--- config.mk ---
export PLATFORM = sky130hd
export DESIGN_NAME = out_unit_tx
export DESIGN_NICKNAME = d
export VERILOG_FILES = /design/src/rtl/out_unit_tx.sv
export SDC_FILE = /design/constraint.sdc
export NUM_CORES = 1
export LEC_CHECK = 0
export ABC_CLOCK_PERIOD_IN_PS = 4100
export CAP_MARGIN = 10
export CORE_MARGIN = 5
export CORE_UTILIZATION = 33
export CTS_CLUSTER_SIZE = 12
export DETAILED_ROUTE_END_ITERATION = 7
export PLACE_DENSITY_LB_ADDON = 0.08
export SLEW_MARGIN = 20
export SYNTH_ARGS = -nofsm -noshare
export SYNTH_HDL_FRONTEND = slang
export SYNTH_SLANG_ARGS = --single-unit
--- constraint.sdc ---
create_clock -name Clock -period 4.1 [get_ports Clock]
set_input_delay 0.41 -clock Clock [delete_from_list [all_inputs] [get_ports Clock]]
set_output_delay 0.41 -clock Clock [all_outputs]
set_load 0.01 [all_outputs]
--- src/rtl/out_unit_tx.sv ---
// out_unit_tx: buffers 32-bit words from the out-port register and serialises each one
//   as four LSB-first UART frames (start, 8 data, [parity], stop) on a registered tx line.
// Latency: load sampled at edge k, head popped at edge k+1, tx falls right after edge k+1.
// Backpressure: none upstream; a load into a full FIFO with no same-edge pop is dropped
//   and raises the sticky overflow flag.
//
// Parameters:
//   CLKS_PER_BIT  clock cycles each serial bit is held (>= 2)
//   FIFO_DEPTH    number of 32-bit words buffered (power of two, >= 2)
// Ports:
//   Clock         system clock, rising edge
//   Clear         asynchronous active-low reset
//   data_in       word from the out-port register
//   load          one-cycle write strobe, data_in sampled on the same edge
//   overflow_clr  synchronous clear of the overflow flag (a same-edge drop wins)
//   tx            serial line, idles high
//   busy          transmitter active or FIFO non-empty
//   full          FIFO holds FIFO_DEPTH words
//   overflow      sticky flag, set when a load is dropped
// Build option:
//   OUT_UNIT_PARITY_EN  when defined, an even-parity bit is sent between the data bits
//                       and the stop bit (11-bit frames instead of 10-bit frames).

module out_unit_tx #(
  parameter int CLKS_PER_BIT = 16,
  parameter int FIFO_DEPTH   = 2
) (
  input  logic        Clock,
  input  logic        Clear,
  input  logic [31:0] data_in,
  input  logic        load,
  input  logic        overflow_clr,
  output logic        tx,
  output logic        busy,
  output logic        full,
  output logic        overflow
);

  localparam int PTR_W = $clog2(FIFO_DEPTH);
  localparam int CNT_W = $clog2(CLKS_PER_BIT);

  localparam logic [CNT_W-1:0] BIT_RELOAD = CNT_W'(CLKS_PER_BIT - 1);
  localparam logic [PTR_W:0]   DEPTH_C    = (PTR_W + 1)'(FIFO_DEPTH);

  localparam logic [2:0] S_IDLE   = 3'd0;
  localparam logic [2:0] S_START  = 3'd1;
  localparam logic [2:0] S_DATA   = 3'd2;
  localparam logic [2:0] S_STOP   = 3'd3;
`ifdef OUT_UNIT_PARITY_EN
  localparam logic [2:0] S_PARITY = 3'd4;
`endif

  // ---------------------------------------------------------------------------
  // State
  // ---------------------------------------------------------------------------
  logic [2:0]       state_q,    state_d;
  logic [CNT_W-1:0] bit_cnt_q,  bit_cnt_d;
  logic [2:0]       bit_idx_q,  bit_idx_d;
  logic [1:0]       byte_idx_q, byte_idx_d;
  logic [31:0]      word_q,     word_d;
  logic             tx_q,       tx_d;

  logic [PTR_W-1:0] rd_ptr_q,   rd_ptr_d;
  logic [PTR_W-1:0] wr_ptr_q,   wr_ptr_d;
  logic [PTR_W:0]   count_q,    count_d;
  logic             ovf_q,      ovf_d;

  logic [31:0]      mem [FIFO_DEPTH];

  // ---------------------------------------------------------------------------
  // FIFO control
  // ---------------------------------------------------------------------------
  logic        fifo_empty;
  logic        word_end;
  logic        pop;
  logic        push;
  logic        drop;
  logic [31:0] head;
  logic [7:0]  cur_byte;

  assign fifo_empty = (count_q == '0);
  assign full       = (count_q == DEPTH_C);
  assign busy       = (state_q != S_IDLE) || !fifo_empty;
  assign head       = mem[rd_ptr_q];
  assign cur_byte   = word_q[{byte_idx_q, 3'b000} +: 8];

  // Last cycle of the stop bit of byte 3: the next word may be fetched here so
  // that back-to-back words leave no idle bit time on the line.
  assign word_end = (state_q == S_STOP) && (bit_cnt_q == '0) && (byte_idx_q == 2'd3);

  assign pop  = !fifo_empty && ((state_q == S_IDLE) || word_end);
  // A pop on the same edge frees a slot, so a load into a full FIFO still lands.
  assign push = load && (!full || pop);
  assign drop = load && full && !pop;

  always_comb begin
    rd_ptr_d = rd_ptr_q;
    wr_ptr_d = wr_ptr_q;
    count_d  = count_q;
    if (pop) begin
      rd_ptr_d = rd_ptr_q + PTR_W'(1);
    end
    if (push) begin
      wr_ptr_d = wr_ptr_q + PTR_W'(1);
    end
    case ({push, pop})
      2'b10:   count_d = count_q + (PTR_W + 1)'(1);
      2'b01:   count_d = count_q - (PTR_W + 1)'(1);
      default: count_d = count_q;
    endcase
  end

  always_comb begin
    ovf_d = ovf_q;
    if (drop) begin
      ovf_d = 1'b1;
    end else if (overflow_clr) begin
      ovf_d = 1'b0;
    end
  end

  // ---------------------------------------------------------------------------
  // Serialiser FSM
  // ---------------------------------------------------------------------------
  // tx_d always carries the value of the bit that starts on this edge, so the
  // line changes exactly at bit boundaries and comes straight from a flop.
  always_comb begin
    state_d    = state_q;
    bit_cnt_d  = bit_cnt_q;
    bit_idx_d  = bit_idx_q;
    byte_idx_d = byte_idx_q;
    word_d     = word_q;
    tx_d       = tx_q;

    if (state_q == S_IDLE) begin
      tx_d = 1'b1;
      if (pop) begin
        state_d    = S_START;
        word_d     = head;
        byte_idx_d = 2'd0;
        bit_idx_d  = 3'd0;
        bit_cnt_d  = BIT_RELOAD;
        tx_d       = 1'b0;
      end
    end else if (bit_cnt_q != '0) begin
      bit_cnt_d = bit_cnt_q - CNT_W'(1);
    end else begin
      bit_cnt_d = BIT_RELOAD;
      case (state_q)
        S_START: begin
          state_d   = S_DATA;
          bit_idx_d = 3'd0;
          tx_d      = cur_byte[0];
        end
        S_DATA: begin
          if (bit_idx_q != 3'd7) begin
            bit_idx_d = bit_idx_q + 3'd1;
            tx_d      = cur_byte[bit_idx_q + 3'd1];
          end else begin
`ifdef OUT_UNIT_PARITY_EN
            state_d = S_PARITY;
            tx_d    = ^cur_byte;
`else
            state_d = S_STOP;
            tx_d    = 1'b1;
`endif
          end
        end
`ifdef OUT_UNIT_PARITY_EN
        S_PARITY: begin
          state_d = S_STOP;
          tx_d    = 1'b1;
        end
`endif
        S_STOP: begin
          if (byte_idx_q != 2'd3) begin
            byte_idx_d = byte_idx_q + 2'd1;
            state_d    = S_START;
            tx_d       = 1'b0;
          end else if (pop) begin
            word_d     = head;
            byte_idx_d = 2'd0;
            state_d    = S_START;
            tx_d       = 1'b0;
          end else begin
            state_d    = S_IDLE;
            byte_idx_d = 2'd0;
            bit_cnt_d  = '0;
            tx_d       = 1'b1;
          end
        end
        default: begin
          // Unused encodings fall back to a clean idle line.
          state_d    = S_IDLE;
          bit_cnt_d  = '0;
          bit_idx_d  = 3'd0;
          byte_idx_d = 2'd0;
          tx_d       = 1'b1;
        end
      endcase
    end
  end

  // ---------------------------------------------------------------------------
  // Registers
  // ---------------------------------------------------------------------------
  always_ff @(posedge Clock or negedge Clear) begin
    if (!Clear) begin
      state_q    <= S_IDLE;
      bit_cnt_q  <= '0;
      bit_idx_q  <= 3'd0;
      byte_idx_q <= 2'd0;
      word_q     <= 32'd0;
      tx_q       <= 1'b1;
      rd_ptr_q   <= '0;
      wr_ptr_q   <= '0;
      count_q    <= '0;
      ovf_q      <= 1'b0;
    end else begin
      state_q    <= state_d;
      bit_cnt_q  <= bit_cnt_d;
      bit_idx_q  <= bit_idx_d;
      byte_idx_q <= byte_idx_d;
      word_q     <= word_d;
      tx_q       <= tx_d;
      rd_ptr_q   <= rd_ptr_d;
      wr_ptr_q   <= wr_ptr_d;
      count_q    <= count_d;
      ovf_q      <= ovf_d;
    end
  end

  // Storage needs no reset: a zero count makes every entry invisible.
  always_ff @(posedge Clock) begin
    if (push) begin
      mem[wr_ptr_q] <= data_in;
    end
  end

  assign tx       = tx_q;
  assign overflow = ovf_q;

endmodule

==> flow_summary_export.csv <==
group,metric,value,unit
run_status,outcome,"finished, final reports clean",
yosys,synth_sequential_area_ratio,66.8,%
layout,drive_above_1_share,12.3,%
floorplanning,core_area,13900,sq um
sta,timing.final.max_slew_violations,0,
worst_setup_path,worst-setup-path-type,"register to output pin",
floorplanning,die_x,130,microns
layout,finalNetCount,433,
worst_hold_path,tightest_hold_check_type,"primary input to asynchronous set/reset pin",
yosys,synthTopCellsByArea,"sky130_fd_sc_hd__edfxtp_1 (41%), sky130_fd_sc_hd__dfrtp_1 (25%), sky130_fd_sc_hd__mux2i_1 (8.5%), sky130_fd_sc_hd__a21oi_1 (4.0%), sky130_fd_sc_hd__nor2_1 (3.5%)",
drt,detail_route.first_pass.iterations,4,
yosys,post_synthesis_instance_area,4710,sq um
layout,multiInputGateArea,1460,sq um
drt,antenna_left,0,
sta,final.period_utilization,61.5,%
yosys,synth_enable_flop_cells,64,
yosys,ffs_w_async_s_r_synth,43.4,%
clock_tree,cts-hold-fix-buffers,0,
layout,insertedDiodeCount,0,
power_and_ir_drop,power.ir.vdd_worst,0.341,mV
clock_tree,numCtsBuffers,17,
worst_setup_path,ff_to_ff_path_depth,8,
worst_setup_path,cp.arrival,2.11,ns
yosys,synth.ff_latch_count,113,
worst_setup_path,regToRegSetupSlack,1.63,ns
worst_setup_path,worstSetupStartpointType,"register",
placed_design,detailed_place.area,5290,sq um
yosys,yosysWarnings,0,
global_routing,first_pass_grt_wire_length,15300,microns
yosys,synth_nets,386,
worst_setup_path,worst-path-max-fanout,10,
placed_design,gpl.final_weighted_congestion,0.746,
worst_setup_path,required,3.69,ns
clock_tree,clock_tree.root_cell,"sky130_fd_sc_hd__clkbuf_16",
floorplanning,i_o_pin_count,40,
yosys,synth_cell_type_count,42,
worst_setup_path,setup.worst_path.end_class,"output pin",
floorplanning,die_y,130,microns
sta,setup_repair_after_global_routing_missed_its_margin,"no",
sta,period_needed,2.52,ns
floorplanning,std_cell_rows,43,
worst_setup_path,critical_path.reg2reg.endpoint,"mem[0][19]$_DFFE_PP_",
clock_tree,clock_path_buffers,2,
drt,dr_total_vias,2776,
drt,avgViaCountPerCell,4.79,
power_and_ir_drop,leakage_dissipation,2.27,nW
drt,detail_route.iter0.violations,192,
clock_tree,clkSinkCount,113,
drt,post-route-drc-count,0,
layout,final.fill_count,1300,
yosys,synth.top_cell.area_share,40.8,%
sta,timing.setup.tns,0,ns
drt,routed_wirelength,9290,microns
yosys,most_common_library_cells_after_synthesis,"sky130_fd_sc_hd__edfxtp_1 (64), sky130_fd_sc_hd__dfrtp_1 (48), sky130_fd_sc_hd__nor2_1 (44)",
clock_tree,cts_repair_resize_count,0,
power_and_ir_drop,power_density,786,nW/um^2
sta,clock_skew,0.00804,ns
worst_setup_path,timing.rr.start,"bit_cnt_q[0]$_DFFE_PN0P_",
layout,area_delta_synth_final,25.2,%
global_routing,overflow,0,
run,drv.max_cap_violation_count,0,
yosys,ys.flop_type,"sky130_fd_sc_hd__edfxtp_1",
clock_tree,clock_insertion_delay_worst_skew,0.41,ns
placed_design,port_buffers,39,
global_routing,grt_pass1_vias,2980,
yosys,yosys.cell_count.top_type,"sky130_fd_sc_hd__edfxtp_1",
drt,post_drt_wl_per_cell,16.0,microns
yosys,syn_avg_cell_area,13.9,sq um
sta,hold_violations,0,
floorplanning,start_util,33.8,%
sta,setup_viol,0,
global_routing,grt_max_degree,65,
floorplanning,floorplan.die_area,16800,sq um
yosys,leading_area_contributor_after_synthesis,"sky130_fd_sc_hd__edfxtp_1",
global_routing,number_of_antenna_violations_at_the_first_check_in_global_routing,0,
clock_tree,cts.repair_timing.setup_buffer_count,0,
sta,worst_pin_slew,1.03,ns
clock_tree,cts.htree.levels,4,
clock_tree,tritoncts,"yes",
sta,max_clock_freq,0.396,GHz
yosys,synthesis.instances,340,
global_routing,grt_use_total,12.2,%
placed_design,dpl.hpwl,5910,microns
clock_tree,clock_transition_at_path_regs,0.05,ns
layout,post-route-cell-area,5900,sq um
layout,register_area,3150,sq um
sta,slew_headroom,31.5,%
[state kept, by name (all words and copies together) (netlist names)]
register    cells
bit_cnt_q       4
bit_idx_q       3
byte_idx_q      2
count_q         2
mem            64
overflow        1
rd_ptr_q        1
state_q         2
tx              1
word_q         32
wr_ptr_q        1
[logic make-up after synthesis]
family	after synthesis	synth area share [%]
flip-flops	113	66.8
AND/OR/NAND/NOR	78	7.88
AO/OA/AOI/OAI	66	8.31
multiplexers	47	11.6
buffers and inverters	23	2.20
adder cells (fa/ha/maj)	10	2.65
XOR/XNOR	3	0.557
[through the flow]
stage / util [%] / power, mW / hold WS [ns] / setup slack [ns] / std cells
final: 42.4 / 4.64 / 0.104 / 1.58 / 580
after global routing: 42.4 / 4.96 / 0.153 / 1.39 / 580
after CTS: 42.4 / 4.73 / 0.126 / 1.56 / 580
after global placement: 37.9 / 3.16 / 0.491 / 1.64 / 548
after detailed placement: 37.9 / 3.17 / 0.490 / 1.60 / 548
after floorplan: - / 2.76 / 0.114 / 0.949 / 340
[report_power, final]
part / switching, mW / total, mW / leakage (nW) / internal, mW
Combinational: 0.602 / 1.16 / 0.812 / 0.553
Clock: 0.518 / 1.54 / 0.291 / 1.02
Sequential: 0.330 / 1.95 / 1.17 / 1.62
[layer usage]
metal | up-vias | part of all wire (%) | global-route usage, %
li1 | 1361 | - | -
met1 | 1357 | 45 | 14.9
met2 | 42 | 50 | 19.4
met3 | 16 | 3.5 | 4.16
met4 | 0 | 1.8 | 6.42
met5 | - | 0 | 0
[layout make-up]
cell class                 count  area share (%)
sequential                   113            53.4
timing repair buffer          43            7.04
multi-input combinational    204            24.8
clock buffer                  20            7.40
inverter                       8           0.509
clock inverter                12            3.09
tap                          180            3.81
[cells in the final DEF (no fill, tap or decap), types with 3 or more instances in the layout]
master	instances
sky130_fd_sc_hd__clkdlybuf4s50_1	38
sky130_fd_sc_hd__bufinv_16	4
sky130_fd_sc_hd__clkinvlp_4	3
sky130_fd_sc_hd__mux4_2	6
sky130_fd_sc_hd__nor3_1	3
sky130_fd_sc_hd__nor2_1	43
sky130_fd_sc_hd__ha_1	10
sky130_fd_sc_hd__edfxtp_1	64
sky130_fd_sc_hd__mux2i_1	40
sky130_fd_sc_hd__clkbuf_16	17
sky130_fd_sc_hd__buf_4	4
sky130_fd_sc_hd__inv_1	8
sky130_fd_sc_hd__nand2_1	16
sky130_fd_sc_hd__a21oi_1	38
sky130_fd_sc_hd__clkbuf_1	3
sky130_fd_sc_hd__o21ai_0	11
sky130_fd_sc_hd__dfrtp_1	47
[worst max path at each step]
stage / startpoint / end / slack [ns] / cells after the start
after floorplan: bit_cnt_q[0]$_DFFE_PN0P_ / mem[0][0]$_DFFE_PP_ / 0.95 / 7
after global placement: bit_cnt_q[0]$_DFFE_PN0P_ / mem[0][12]$_DFFE_PP_ / 1.64 / 8
after detailed placement: bit_cnt_q[0]$_DFFE_PN0P_ / mem[0][19]$_DFFE_PP_ / 1.60 / 8
after CTS: state_q[1]$_DFFE_PN0P_ / busy / 1.56 / 4
after global routing: bit_cnt_q[0]$_DFFE_PN0P_ / word_q[16]$_DFFE_PN0P_ / 1.39 / 8
final: state_q[1]$_DFFE_PN0P_ / busy / 1.58 / 4
[critical path: stages (launching register included)]
cell	delay (ns)
sky130_fd_sc_hd__dfrtp_1	0.41
sky130_fd_sc_hd__inv_1	0.15
sky130_fd_sc_hd__ha_1	0.40
sky130_fd_sc_hd__nand2_1	0.21
sky130_fd_sc_hd__clkdlybuf4s50_1	0.53
Power figures use the tool's default switching activity.
